File: src/rtl/chunk_buf_pkg.sv
// Shared types and default geometry for the chunk ping-pong receive buffer.
package chunk_buf_pkg;

  localparam int unsigned DEF_BUS_SIZE       = 4;
  localparam int unsigned DEF_WR_DAT_CYC_NUM = 6;
  localparam int unsigned DEF_DATA_W         = 8;

  localparam int unsigned BEAT_IDX_W = $clog2(DEF_WR_DAT_CYC_NUM);
  localparam int unsigned BEAT_W     = DEF_BUS_SIZE + DEF_BUS_SIZE * DEF_DATA_W;

  typedef logic bank_sel_t;

  typedef struct packed {
    logic [DEF_BUS_SIZE-1:0]                 smap;
    logic [DEF_BUS_SIZE-1:0][DEF_DATA_W-1:0] nz;
  } beat_t;

endpackage

File: src/rtl/chunk_bank.sv
// One bank of the ping-pong buffer: DEPTH x WIDTH register file with a
// synchronous write port and a registered read port.
module chunk_bank #(
  parameter  int unsigned DEPTH  = 6,
  parameter  int unsigned WIDTH  = 36,
  localparam int unsigned ADDR_W = $clog2(DEPTH)
) (
  input  logic              clk_i,
  input  logic              rst_i,
  input  logic              wr_en_i,
  input  logic [ADDR_W-1:0] wr_addr_i,
  input  logic [WIDTH-1:0]  wr_data_i,
  input  logic [ADDR_W-1:0] rd_addr_i,
  output logic [WIDTH-1:0]  rd_data_o
);

  localparam logic [ADDR_W:0] DEPTH_L = (ADDR_W+1)'(DEPTH);

  logic [WIDTH-1:0] mem [DEPTH];
  logic             wr_ok;
  logic             rd_ok;

  // Address range guards; indices past DEPTH never touch the array.
  always_comb begin
    wr_ok = wr_en_i && ({1'b0, wr_addr_i} < DEPTH_L);
    rd_ok = ({1'b0, rd_addr_i} < DEPTH_L);
  end

  // Storage array: contents deliberately survive reset.
  always_ff @(posedge clk_i) begin
    if (wr_ok) begin
      mem[wr_addr_i] <= wr_data_i;
    end
  end

  // Registered read port, cleared by reset so outputs start at zero.
  always_ff @(posedge clk_i or posedge rst_i) begin
    if (rst_i) begin
      rd_data_o <= '0;
    end else if (rd_ok) begin
      rd_data_o <= mem[rd_addr_i];
    end else begin
      rd_data_o <= '0;
    end
  end

endmodule

File: src/rtl/chunk_pingpong_rx.sv
// Receive side of the chunk-write interface: captures SRAM read beats into
// a two-bank ping-pong buffer while the compute unit reads the other bank.
module chunk_pingpong_rx #(
  parameter  int unsigned BUS_SIZE       = chunk_buf_pkg::DEF_BUS_SIZE,
  parameter  int unsigned WR_DAT_CYC_NUM = chunk_buf_pkg::DEF_WR_DAT_CYC_NUM,
  parameter  int unsigned DATA_W         = chunk_buf_pkg::DEF_DATA_W,
  localparam int unsigned IDX_W          = $clog2(WR_DAT_CYC_NUM)
) (
  input  logic                       clk_i,
  input  logic                       rst_i,
  input  logic                       chunk_wr_valid_i,
  input  logic [IDX_W-1:0]           chunk_wr_count_i,
  input  logic                       chunk_wr_sel_i,
  input  logic                       chunk_rd_sel_i,
  input  logic [BUS_SIZE-1:0]        sram_sparsemap_i,
  input  logic [BUS_SIZE*DATA_W-1:0] sram_nonzero_i,
  input  logic [IDX_W-1:0]           rd_beat_i,
  output logic [BUS_SIZE-1:0]        rd_sparsemap_o,
  output logic [BUS_SIZE*DATA_W-1:0] rd_nonzero_o,
  output logic                       rd_valid_o,
  output logic [IDX_W-1:0]           rd_last_beat_o,
  output logic [1:0]                 bank_full_o,
  output logic                       chunk_done_o,
  output logic                       err_o
);

  import chunk_buf_pkg::*;

  localparam int unsigned LEN_W   = $clog2(WR_DAT_CYC_NUM + 1);
  localparam int unsigned NZ_W    = BUS_SIZE * DATA_W;
  localparam int unsigned WORD_W  = BUS_SIZE + NZ_W;
  localparam logic [IDX_W:0] DEPTH_L = (IDX_W+1)'(WR_DAT_CYC_NUM);

  // S1 request stage and the delayed copy used for chunk edge detection
  logic             s1_vld;
  logic [IDX_W-1:0] s1_cnt;
  bank_sel_t        s1_sel;
  logic             s2_vld;
  bank_sel_t        s2_sel;

  logic [1:0]            bank_full;
  logic [1:0][LEN_W-1:0] bank_len;
  logic                  err_q;
  logic                  done_q;

  logic             wr_in_range;
  logic             wr_en;
  logic [1:0]       bank_wr_en;
  logic             wr_conflict;
  logic             chunk_start;
  logic             chunk_end;
  logic [LEN_W-1:0] len_next;

  logic [LEN_W-1:0] rd_len;
  logic             rd_hit;
  logic [IDX_W-1:0] rd_last;
  bank_sel_t        rd_sel_q;
  logic             rd_valid_q;
  logic [IDX_W-1:0] rd_last_q;

  logic [WORD_W-1:0] wr_word;
  logic [WORD_W-1:0] bank_rd_data [2];
  logic [WORD_W-1:0] rd_word;

  // Write-side decode. A sel change while valid stays high counts as both
  // the end of the old chunk and the start of a new one.
  always_comb begin
    wr_in_range   = ({1'b0, s1_cnt} < DEPTH_L);
    wr_en         = s1_vld && wr_in_range;
    bank_wr_en[0] = wr_en && (s1_sel == 1'b0);
    bank_wr_en[1] = wr_en && (s1_sel == 1'b1);
    wr_conflict   = s1_vld && (s1_sel == chunk_rd_sel_i);
    chunk_start   = s1_vld && (!s2_vld || (s1_sel != s2_sel));
    chunk_end     = s2_vld && (!s1_vld || (s1_sel != s2_sel));
    len_next      = LEN_W'({1'b0, s1_cnt}) + LEN_W'(1);
    wr_word       = {sram_sparsemap_i, sram_nonzero_i};
  end

  // S1 capture of the request and S2 history for edge detection
  always_ff @(posedge clk_i or posedge rst_i) begin
    if (rst_i) begin
      s1_vld <= 1'b0;
      s1_cnt <= '0;
      s1_sel <= 1'b0;
      s2_vld <= 1'b0;
      s2_sel <= 1'b0;
    end else begin
      s1_vld <= chunk_wr_valid_i;
      s1_cnt <= chunk_wr_count_i;
      s1_sel <= chunk_wr_sel_i;
      s2_vld <= s1_vld;
      s2_sel <= s1_sel;
    end
  end

  // Per-bank completion flag and stored length; start and end of
  // back-to-back chunks land on different banks so both updates apply.
  always_ff @(posedge clk_i or posedge rst_i) begin
    if (rst_i) begin
      bank_full <= '0;
      bank_len  <= '0;
    end else begin
      for (int unsigned b = 0; b < 2; b++) begin
        if (chunk_end && (s2_sel == bank_sel_t'(b))) begin
          bank_full[b] <= 1'b1;
        end
        if (chunk_start && (s1_sel == bank_sel_t'(b))) begin
          bank_full[b] <= 1'b0;
        end
        if (bank_wr_en[b]) begin
          bank_len[b] <= len_next;
        end
      end
    end
  end

  // Completion pulse and sticky error
  always_ff @(posedge clk_i or posedge rst_i) begin
    if (rst_i) begin
      done_q <= 1'b0;
      err_q  <= 1'b0;
    end else begin
      done_q <= chunk_end;
      if ((s1_vld && !wr_in_range) || wr_conflict) begin
        err_q <= 1'b1;
      end
    end
  end

  chunk_bank #(
    .DEPTH (WR_DAT_CYC_NUM),
    .WIDTH (WORD_W)
  ) u_bank0 (
    .clk_i     (clk_i),
    .rst_i     (rst_i),
    .wr_en_i   (bank_wr_en[0]),
    .wr_addr_i (s1_cnt),
    .wr_data_i (wr_word),
    .rd_addr_i (rd_beat_i),
    .rd_data_o (bank_rd_data[0])
  );

  chunk_bank #(
    .DEPTH (WR_DAT_CYC_NUM),
    .WIDTH (WORD_W)
  ) u_bank1 (
    .clk_i     (clk_i),
    .rst_i     (rst_i),
    .wr_en_i   (bank_wr_en[1]),
    .wr_addr_i (s1_cnt),
    .wr_data_i (wr_word),
    .rd_addr_i (rd_beat_i),
    .rd_data_o (bank_rd_data[1])
  );

  // Read-side qualification against the selected bank's state
  always_comb begin
    rd_len  = bank_len[chunk_rd_sel_i];
    rd_hit  = bank_full[chunk_rd_sel_i] &&
              ((LEN_W+1)'(rd_beat_i) < {1'b0, rd_len});
    rd_last = '0;
    if (rd_len != '0) begin
      rd_last = IDX_W'(rd_len - LEN_W'(1));
    end
  end

  // Both banks are read every cycle; the registered select picks one, so
  // data, valid and last-beat all share the same one-cycle latency.
  always_ff @(posedge clk_i or posedge rst_i) begin
    if (rst_i) begin
      rd_sel_q   <= 1'b0;
      rd_valid_q <= 1'b0;
      rd_last_q  <= '0;
    end else begin
      rd_sel_q   <= chunk_rd_sel_i;
      rd_valid_q <= rd_hit;
      rd_last_q  <= rd_last;
    end
  end

  // Output mapping
  always_comb begin
    rd_word        = bank_rd_data[rd_sel_q];
    rd_sparsemap_o = rd_word[WORD_W-1 -: BUS_SIZE];
    rd_nonzero_o   = rd_word[NZ_W-1:0];
    rd_valid_o     = rd_valid_q;
    rd_last_beat_o = rd_last_q;
    bank_full_o    = bank_full;
    chunk_done_o   = done_q;
    err_o          = err_q;
  end

endmodule

File: config.mk
export PLATFORM = sky130hd
export DESIGN_NAME = chunk_pingpong_rx
export DESIGN_NICKNAME = d
export VERILOG_FILES = /design/src/rtl/chunk_buf_pkg.sv /design/src/rtl/chunk_bank.sv /design/src/rtl/chunk_pingpong_rx.sv
export SDC_FILE = /design/constraint.sdc
export NUM_CORES = 1
export LEC_CHECK = 0
export CORE_MARGIN = 3
export CORE_UTILIZATION = 50
export DETAILED_ROUTE_END_ITERATION = 12
export HOLD_SLACK_MARGIN = 0.02
export PLACE_DENSITY = 0.7
export SYNTH_ARGS = -nofsm -noshare
export SYNTH_HDL_FRONTEND = slang
export SYNTH_SLANG_ARGS = --single-unit
File: constraint.sdc
create_clock -name clk_i -period 3.87 [get_ports clk_i]
set_input_delay 0.774 -clock clk_i [delete_from_list [all_inputs] [get_ports clk_i]]
set_output_delay 0.774 -clock clk_i [all_outputs]
set_load 0.02 [all_outputs]
==> results of run 1 <==
[final cells by class]
class	count	area [µm²]
tap	518	648.1
antenna	1	2.502
inverter	4	17.52
sequential	526	15330
timing repair buffer	118	1197
clock buffer	76	1513
multi-input combinational	465	4169
fill	2819	15960
clock inverter	18	171.4
[registers in the layout (all words and copies together), names as in the netlist]
register and count:
bank_full_o 2, bank_len 6, chunk_done_o 1, err_o 1, rd_last_beat_o 3, rd_sel_q 1
rd_valid_o 1, s1_cnt 3, s1_sel 1, s1_vld 1, s2_sel 1, s2_vld 1
u_bank0.mem 216, u_bank0.rd_data_o 36, u_bank1.mem 216, u_bank1.rd_data_o 36
[through the flow]
stage / utilization, % / hold WS, ps
after floorplan: - / 425.8
after detailed placement: 54.75 / 451.0
final: 59.08 / 457.0
after global routing: 59.08 / 472.6
after CTS: 59.07 / 464.4
after global placement: 54.75 / 440.2
[logic make-up after synthesis]
| logic type | Yosys count | share of synthesized area, % |
|---|---|---|
| buffers and inverters | 60 | 2.404 |
| xor gates and xnor gates | 2 | 0.08812 |
| muxes | 259 | 13.76 |
| adders and majority gates | 6 | 0.3650 |
| AOI/OAI and AO/OA | 88 | 3.984 |
| DFF | 526 | 77.08 |
| and+or+nand+nor | 110 | 2.322 |
[power groups by stage]
| stage | registers (mW) | logic (mW) | clock network, mW |
|---|---|---|---|
| after floorplan | 6.45 | 0.449 | 0 |
| after global placement | 6.47 | 0.762 | 0 |
| after detailed placement | 6.46 | 0.775 | 0 |
| after CTS | 6.35 | 0.779 | 4.96 |
| after global routing | 6.35 | 0.827 | 5.18 |
| final | 6.35 | 0.765 | 4.88 |
[path summary, 6_finish.rpt]
kind / startpoint / to / slack (ps) / cells after the start
setup / recovery: rd_sel_q / rd_nonzero_o[8] / 770 / 3
hold / removal: err_o / err_o / 460 / 1
setup reg to reg: s1_cnt[1] / u_bank1.mem[1][8] / 1460 / 3
hold reg to reg: err_o / err_o / 460 / 1
max in group asynchronous: rst_i / rd_sel_q / 2420 / 3
min in group asynchronous: rst_i / u_bank0.rd_data_o[15] / 620 / 2
[routing by layer]
| layer | share of wire, % | GRT usage (%) |
|---|---|---|
| met5 | 0.017 | 0 |
| met4 | 1.9 | 4.979 |
| met3 | 4.1 | 2.769 |
| met2 | 51 | 33.05 |
| met1 | 43 | 26.52 |
[placed cells by master, fill, tap and decap left out, types with 3 or more instances in the layout]
cell type / count
bufinv_16: 3
nor3_2: 4
dfrtp_1: 93
nand2b_1: 5
clkbuf_1: 13
nor2_1: 3
o221ai_2: 11
mux2i_1: 148
edfxtp_1: 432
buf_12: 7
nor2_4: 9
mux2_2: 109
clkdlybuf4s50_1: 88
a21oi_1: 9
buf_4: 22
nand2_1: 80
clkinv_1: 3
clkinvlp_4: 4
ha_1: 5
o221ai_1: 61
inv_1: 3
clkbuf_8: 10
clkinv_2: 8
clkbuf_16: 53
[synthesized netlist by cell type]
| cell | number | area, µm² |
|---|---|---|
| edfxtp_1 | 432 | 12970 |
| mux2i_1 | 148 | 1481 |
| mux2_2 | 109 | 1227 |
| dfrtp_1 | 94 | 2352 |
| nand2_1 | 80 | 300.3 |
| o221ai_1 | 61 | 534.3 |
| buf_2 | 25 | 125.1 |
| nor2_1 | 12 | 45.04 |
| buf_4 | 11 | 82.58 |
| o221ai_2 | 11 | 165.2 |
| a21oi_1 | 9 | 45.04 |
| buf_6 | 9 | 101.4 |
| buf_12 | 6 | 120.1 |
| nand2b_1 | 6 | 37.54 |
| ha_1 | 5 | 62.56 |
| nor3_1 | 5 | 25.02 |
| inv_1 | 4 | 15.01 |
| clkbuf_1 | 3 | 11.26 |
| a211oi_1 | 2 | 15.01 |
| a31oi_1 | 2 | 12.51 |
| nor2b_1 | 2 | 12.51 |
| a21boi_0 | 1 | 7.510 |
| a21o_1 | 1 | 7.510 |
| and2_1 | 1 | 6.260 |
| buf_8 | 1 | 15.01 |
| clkbuf_4 | 1 | 7.510 |
| maj3_1 | 1 | 10.01 |
| mux2_1 | 1 | 11.26 |
| mux2_4 | 1 | 15.01 |
| nand2b_4 | 1 | 13.76 |
| nand3_1 | 1 | 5.000 |
| nand3b_1 | 1 | 7.510 |
| o21ai_0 | 1 | 5.000 |
| or3b_1 | 1 | 8.760 |
| xnor2_1 | 1 | 8.760 |
| xor2_1 | 1 | 8.760 |
==> impl_metrics.xml, run 1 <==
<?xml version="1.0" encoding="UTF-8"?>
<metrics>
  <group name="cts">
    <metric name="cts_resized" unit="">0</metric>
    <metric name="cts-root-buf" unit="">clkbuf_16</metric>
    <metric name="clk_latency" unit="ps">550</metric>
    <metric name="hold_buffers" unit="">0</metric>
    <metric name="cts_max_path_buffers" unit="">3</metric>
    <metric name="tritoncts" unit="">built</metric>
    <metric name="cts_num_sinks" unit="">526</metric>
    <metric name="htree_levels" unit="">2</metric>
    <metric name="cts.reportedPaths.clkPinSlew" unit="ps">60</metric>
    <metric name="cts_made_buffers" unit="">50</metric>
    <metric name="post-cts-setup-buffers" unit="">0</metric>
  </group>
  <group name="yosys">
    <metric name="syn-instance-count" unit="">1051</metric>
    <metric name="synth-seq-cells" unit="">526</metric>
    <metric name="avgSynthCellArea" unit="µm²">18.92</metric>
    <metric name="number_of_library_cell_types_mapped_by_synthesis" unit="">36</metric>
    <metric name="mappedNetlistArea" unit="mm²">0.01988</metric>
    <metric name="sequential_to_total_area_share_from_yosys_stat" unit="%">77.08</metric>
    <metric name="synthesis.yosys.warnings" unit="">0</metric>
    <metric name="syn-num-nets" unit="">1103</metric>
  </group>
  <group name="timing">
    <metric name="min_period_over_period" unit="%">80.11</metric>
    <metric name="timing.final.setup_violations" unit="">0</metric>
    <metric name="worst-slew-pin-transition" unit="ps">879.8</metric>
    <metric name="timing.slew.headroom" unit="%">41.21</metric>
    <metric name="grt_setup_unrepaired" unit="">false</metric>
    <metric name="final-max-slew-violation-count" unit="">0</metric>
    <metric name="finClkSkew" unit="ps">11.81</metric>
    <metric name="final.setup.tns" unit="ps">0</metric>
    <metric name="final_hold_viol_count" unit="">0</metric>
    <metric name="fmax" unit="MHz">322.5</metric>
    <metric name="post-route-min-period" unit="ps">3100</metric>
    <metric name="finalWorstSetupSlack" unit="ps">769.6</metric>
  </group>
  <group name="critical_path">
    <metric name="worstPathBufferInverterCount" unit="">2</metric>
    <metric name="timing.critical_path.slowest_cell_delay" unit="ps">540</metric>
    <metric name="critPathLaunchType" unit="">register</metric>
    <metric name="max_fo_critical_path" unit="">36</metric>
    <metric name="critical_path_data_arrival_time" unit="ps">2330</metric>
    <metric name="worst_path_dominant_cell_family" unit="">buffers and inverters</metric>
    <metric name="criticalPathCategory" unit="">reg2out</metric>
    <metric name="worst_path_max_delay_cell" unit="">clkdlybuf4s50_1</metric>
    <metric name="critical_path.cell_chain" unit="">buf_4, mux2_2, clkdlybuf4s50_1</metric>
    <metric name="critPathRequiredTime" unit="ps">3100</metric>
    <metric name="worstSetupEndpointType" unit="">output pin</metric>
  </group>
  <group name="floorplanning">
    <metric name="die_area" unit="mm²">0.04219</metric>
    <metric name="placeableCoreArea" unit="mm²">0.03901</metric>
    <metric name="fp-row-count" unit="">72</metric>
    <metric name="die_height" unit="µm">205.4</metric>
    <metric name="top_level_ports" unit="">91</metric>
    <metric name="initial_utilization" unit="%">50.97</metric>
    <metric name="die_width" unit="µm">205.4</metric>
  </group>
  <group name="placed_design">
    <metric name="portBuffers" unit="">90</metric>
    <metric name="gp_congestion" unit="">0.7325</metric>
    <metric name="dp.final_hpwl" unit="µm">20920</metric>
    <metric name="placed_cells_incl_taps" unit="">1631</metric>
    <metric name="pre_cts_ws" unit="ps">1272</metric>
    <metric name="dpl_cell_area" unit="mm²">0.02136</metric>
  </group>
  <group name="pwr">
    <metric name="finalPower" unit="mW">11.99</metric>
    <metric name="power_per_cell_area" unit="mW/mm²">520.5</metric>
    <metric name="intPower" unit="mW">9.508</metric>
    <metric name="worst_ir_drop_vdd" unit="µV">321.3</metric>
    <metric name="p_leak" unit="nW">8.168</metric>
    <metric name="share_comb_of_total_power" unit="%">6.4</metric>
    <metric name="clock_power_share" unit="%">40.7</metric>
    <metric name="share_seq_of_total_power" unit="%">52.9</metric>
    <metric name="switching_share_of_total_power" unit="%">20.73</metric>
    <metric name="total_switching_power" unit="mW">2.486</metric>
  </group>
  <group name="detailed_routing">
    <metric name="vias" unit="">9601</metric>
    <metric name="detail_route.iter0.violations" unit="">692</metric>
    <metric name="ant_nets" unit="">0</metric>
    <metric name="drt_drc_violations_left" unit="">0</metric>
    <metric name="first_pass_iters" unit="">5</metric>
    <metric name="post_drt_via_cell_ratio" unit="">5.563</metric>
    <metric name="post_drt_wl_per_cell" unit="µm">23.44</metric>
    <metric name="detail_route.wirelength" unit="µm">40450</metric>
  </group>
  <group name="grt">
    <metric name="overflow" unit="">0</metric>
    <metric name="grt_antenna_before_repair" unit="">3</metric>
    <metric name="first_global_vias" unit="">10154</metric>
    <metric name="grt_max_degree" unit="">96</metric>
    <metric name="grt_pass1_wl" unit="µm">61420</metric>
    <metric name="grt_total_usage" unit="%">19.37</metric>
  </group>
  <group name="finish">
    <metric name="net_count_final" unit="">1217</metric>
    <metric name="fin_area" unit="mm²">0.02304</metric>
    <metric name="layout.cells.non_filler" unit="">1726</metric>
    <metric name="drive_gt1_share" unit="%">20.38</metric>
    <metric name="area_growth" unit="%">15.91</metric>
  </group>
  <group name="outcome">
    <metric name="outcome" unit="">finished clean</metric>
  </group>
  <group name="run">
    <metric name="timing.max_cap.violations" unit="">0</metric>
  </group>
  <group name="hold_path">
    <metric name="path_category_of_the_worst_min_delay_check" unit="">reg2reg</metric>
  </group>
</metrics>
(Power assumes the default switching activity.)
==> inputs of run 2 (changes only) <==
==> constraint.sdc (replaced) <==
create_clock -name clk_i -period 2.78 [get_ports clk_i]
set_input_delay 0.556 -clock clk_i [delete_from_list [all_inputs] [get_ports clk_i]]
set_output_delay 0.556 -clock clk_i [all_outputs]
set_load 0.02 [all_outputs]
==> run 2 against run 1 <==
  * Critical path depth did not move
  * Sequential power increased by 39%
  * Sequential share of layout area fell by 0.48 points
  * Clock power is 39% higher
  * Highest routed layer unchanged
==> impl_metrics.xml, run 2 (synthesized netlist as in run 1, its figures left out) <==
<?xml version="1.0" encoding="UTF-8"?>
<metrics>
  <group name="cts">
    <metric name="cts_made_buffers" unit="">50</metric>
    <metric name="post-cts-setup-buffers" unit="">0</metric>
    <metric name="cts-root-buf" unit="">clkbuf_16</metric>
    <metric name="tritoncts" unit="">built</metric>
    <metric name="cts_num_sinks" unit="">526</metric>
    <metric name="cts.reportedPaths.clkPinSlew" unit="ps">60</metric>
    <metric name="clk_latency" unit="ps">570</metric>
    <metric name="htree_levels" unit="">2</metric>
    <metric name="cts_max_path_buffers" unit="">3</metric>
    <metric name="hold_buffers" unit="">0</metric>
  </group>
  <group name="grt">
    <metric name="first_global_vias" unit="">9960</metric>
    <metric name="grt_antenna_before_repair" unit="">2</metric>
    <metric name="grt_max_degree" unit="">95</metric>
    <metric name="grt_total_usage" unit="%">18.76</metric>
    <metric name="grt_pass1_wl" unit="µm">59360</metric>
    <metric name="overflow" unit="">0</metric>
  </group>
  <group name="outcome">
    <metric name="outcome" unit="">finished clean</metric>
  </group>
  <group name="floorplanning">
    <metric name="initial_utilization" unit="%">50.97</metric>
    <metric name="die_height" unit="µm">205.4</metric>
    <metric name="die_area" unit="mm²">0.04219</metric>
    <metric name="placeableCoreArea" unit="mm²">0.03901</metric>
    <metric name="fp-row-count" unit="">72</metric>
    <metric name="die_width" unit="µm">205.4</metric>
    <metric name="top_level_ports" unit="">91</metric>
  </group>
  <group name="critical_path">
    <metric name="worst_path_dominant_cell_family" unit="">buffers and inverters</metric>
    <metric name="max_fo_critical_path" unit="">36</metric>
    <metric name="worstPathBufferInverterCount" unit="">2</metric>
    <metric name="critPathLaunchType" unit="">register</metric>
    <metric name="worst_path_max_delay_cell" unit="">clkdlybuf4s50_1</metric>
    <metric name="critical_path.cell_chain" unit="">buf_12, mux2_2, clkdlybuf4s50_1</metric>
    <metric name="worstSetupEndpointType" unit="">output pin</metric>
    <metric name="timing.critical_path.slowest_cell_delay" unit="ps">540</metric>
    <metric name="critPathRequiredTime" unit="ps">2220</metric>
    <metric name="criticalPathCategory" unit="">reg2out</metric>
    <metric name="critical_path_data_arrival_time" unit="ps">2170</metric>
  </group>
  <group name="finish">
    <metric name="net_count_final" unit="">1220</metric>
    <metric name="drive_gt1_share" unit="%">20.58</metric>
    <metric name="diodes" unit="">0</metric>
    <metric name="layout.cells.most_common" unit="">edfxtp_1</metric>
    <metric name="layout.cells.non_filler" unit="">1728</metric>
    <metric name="layout_common_cells" unit="">432 x edfxtp_1, 148 x mux2i_1, 109 x mux2_2, 93 x dfrtp_1, 80 x nand2_1</metric>
    <metric name="register_area" unit="mm²">0.01533</metric>
    <metric name="post-route-util" unit="%">59.50</metric>
    <metric name="area_growth" unit="%">16.75</metric>
    <metric name="filler_cell_count" unit="">2774</metric>
    <metric name="largest_registers_ranked_by_flip_flop_count" unit="">u_bank0.mem (216), u_bank1.mem (216)</metric>
    <metric name="multi_input_comb_area" unit="mm²">0.004194</metric>
  </group>
  <group name="timing">
    <metric name="post-route-min-period" unit="ps">2725</metric>
    <metric name="final_hold_viol_count" unit="">0</metric>
    <metric name="fmax" unit="MHz">367.0</metric>
    <metric name="timing.final.setup_violations" unit="">0</metric>
    <metric name="grt_setup_unrepaired" unit="">false</metric>
    <metric name="finClkSkew" unit="ps">13.16</metric>
    <metric name="worst-slew-pin-transition" unit="ps">684.0</metric>
    <metric name="timing.slew.headroom" unit="%">54.40</metric>
    <metric name="final.hold.worst_slack" unit="ps">428.3</metric>
    <metric name="final-max-slew-violation-count" unit="">0</metric>
    <metric name="final.setup.tns" unit="ps">0</metric>
    <metric name="finalWorstSetupSlack" unit="ps">55.10</metric>
    <metric name="min_period_over_period" unit="%">98.02</metric>
  </group>
  <group name="placed_design">
    <metric name="gp_congestion" unit="">0.7336</metric>
    <metric name="pre_cts_ws" unit="ps">386.2</metric>
    <metric name="dp.final_hpwl" unit="µm">19770</metric>
    <metric name="placed_cells_incl_taps" unit="">1634</metric>
    <metric name="portBuffers" unit="">90</metric>
  </group>
  <group name="detailed_routing">
    <metric name="first_pass_iters" unit="">5</metric>
    <metric name="post_drt_wl_per_cell" unit="µm">22.58</metric>
    <metric name="post_drt_via_cell_ratio" unit="">5.534</metric>
    <metric name="drt_drc_violations_left" unit="">0</metric>
    <metric name="vias" unit="">9563</metric>
    <metric name="detail_route.wirelength" unit="µm">39020</metric>
    <metric name="ant_nets" unit="">0</metric>
    <metric name="detail_route.iter0.violations" unit="">628</metric>
  </group>
  <group name="pwr">
    <metric name="power_per_cell_area" unit="mW/mm²">718.7</metric>
    <metric name="p_leak" unit="nW">8.316</metric>
    <metric name="worst_ir_drop_vdd" unit="µV">427.7</metric>
  </group>
  <group name="hold_path">
    <metric name="path_category_of_the_worst_min_delay_check" unit="">in2reg</metric>
  </group>
  <group name="run">
    <metric name="timing.max_cap.violations" unit="">0</metric>
  </group>
</metrics>
## run 2: cell count changes in the layout (fill, tap and decap cells not counted), sizes merged
cell           change
clkbuf            -17
clkdlybuf4s50     -13
clkinv            +10
dlymetal6s2s       +7
dlygate4sd2        +6
bufinv             +4
buf                +3
inv                +2
clkinvlp           +1
diode              -1
## run 2: cell type report
| class | count | area share, % |
|---|---|---|
| Clock buffer | 59 | 5.536 |
| Multi-Input combinational cell | 465 | 18.07 |
| Clock inverter | 35 | 1.601 |
| Inverter | 4 | 0.08086 |
| Sequential cell | 526 | 66.03 |
| Timing Repair Buffer | 121 | 5.892 |
| Tap cell | 518 | 2.792 |
## run 2: repair_timing
item | CTS | global route
endpoints found under the setup margin | 6 | 7
resized for setup | 6 | 7
hold endpoints to repair | 0 | 0
pin swaps | 0 | 0
## run 2: through the flow
| stage | area (µm²) | power (mW) |
|---|---|---|
| 3_5_place_dp | 21540 | 10.10 |
| 3_3_place_gp | 21540 | 10.07 |
| 2_1_floorplan | 19910 | 9.608 |
| 6_report | 23210 | 16.68 |
| 5_1_grt | 23210 | 17.25 |
| 4_1_cts | 23190 | 16.84 |
## run 2: path summary, 6_finish.rpt
check | from | end | slack [ps] | cells past startpoint
max in group asynchronous | rst_i | u_bank0.rd_data_o[27] | 1730 | 3
min in group asynchronous | rst_i | u_bank0.rd_data_o[1] | 470 | 3
setup / recovery | rd_sel_q | rd_nonzero_o[13] | 60 | 3
hold reg to reg | err_o | err_o | 460 | 1
hold / removal | chunk_wr_count_i[1] | s1_cnt[1] | 430 | 1
setup reg to reg | s1_sel | u_bank0.mem[5][25] | 670 | 3
## run 2: metal layers
metal  share of wire (%)  track usage, %
met5               0.074               0
met4                 1.7           4.467
met3                 4.1           3.101
met2                  50           31.88
met1                  44           25.65
## run 2: report_power, final
group / switching (mW) / internal, mW / total [mW]
clock network: 2.80 / 3.97 / 6.78
logic: 0.621 / 0.468 / 1.09
registers: 0.0725 / 8.74 / 8.82
total: 3.50 / 13.2 / 16.7
## run 2: worst reg2reg max path, stage by stage (launching register included)
cell	delay (ps)
dfrtp_1	460
or3b_1	580
nor2_4	430
buf_12	280
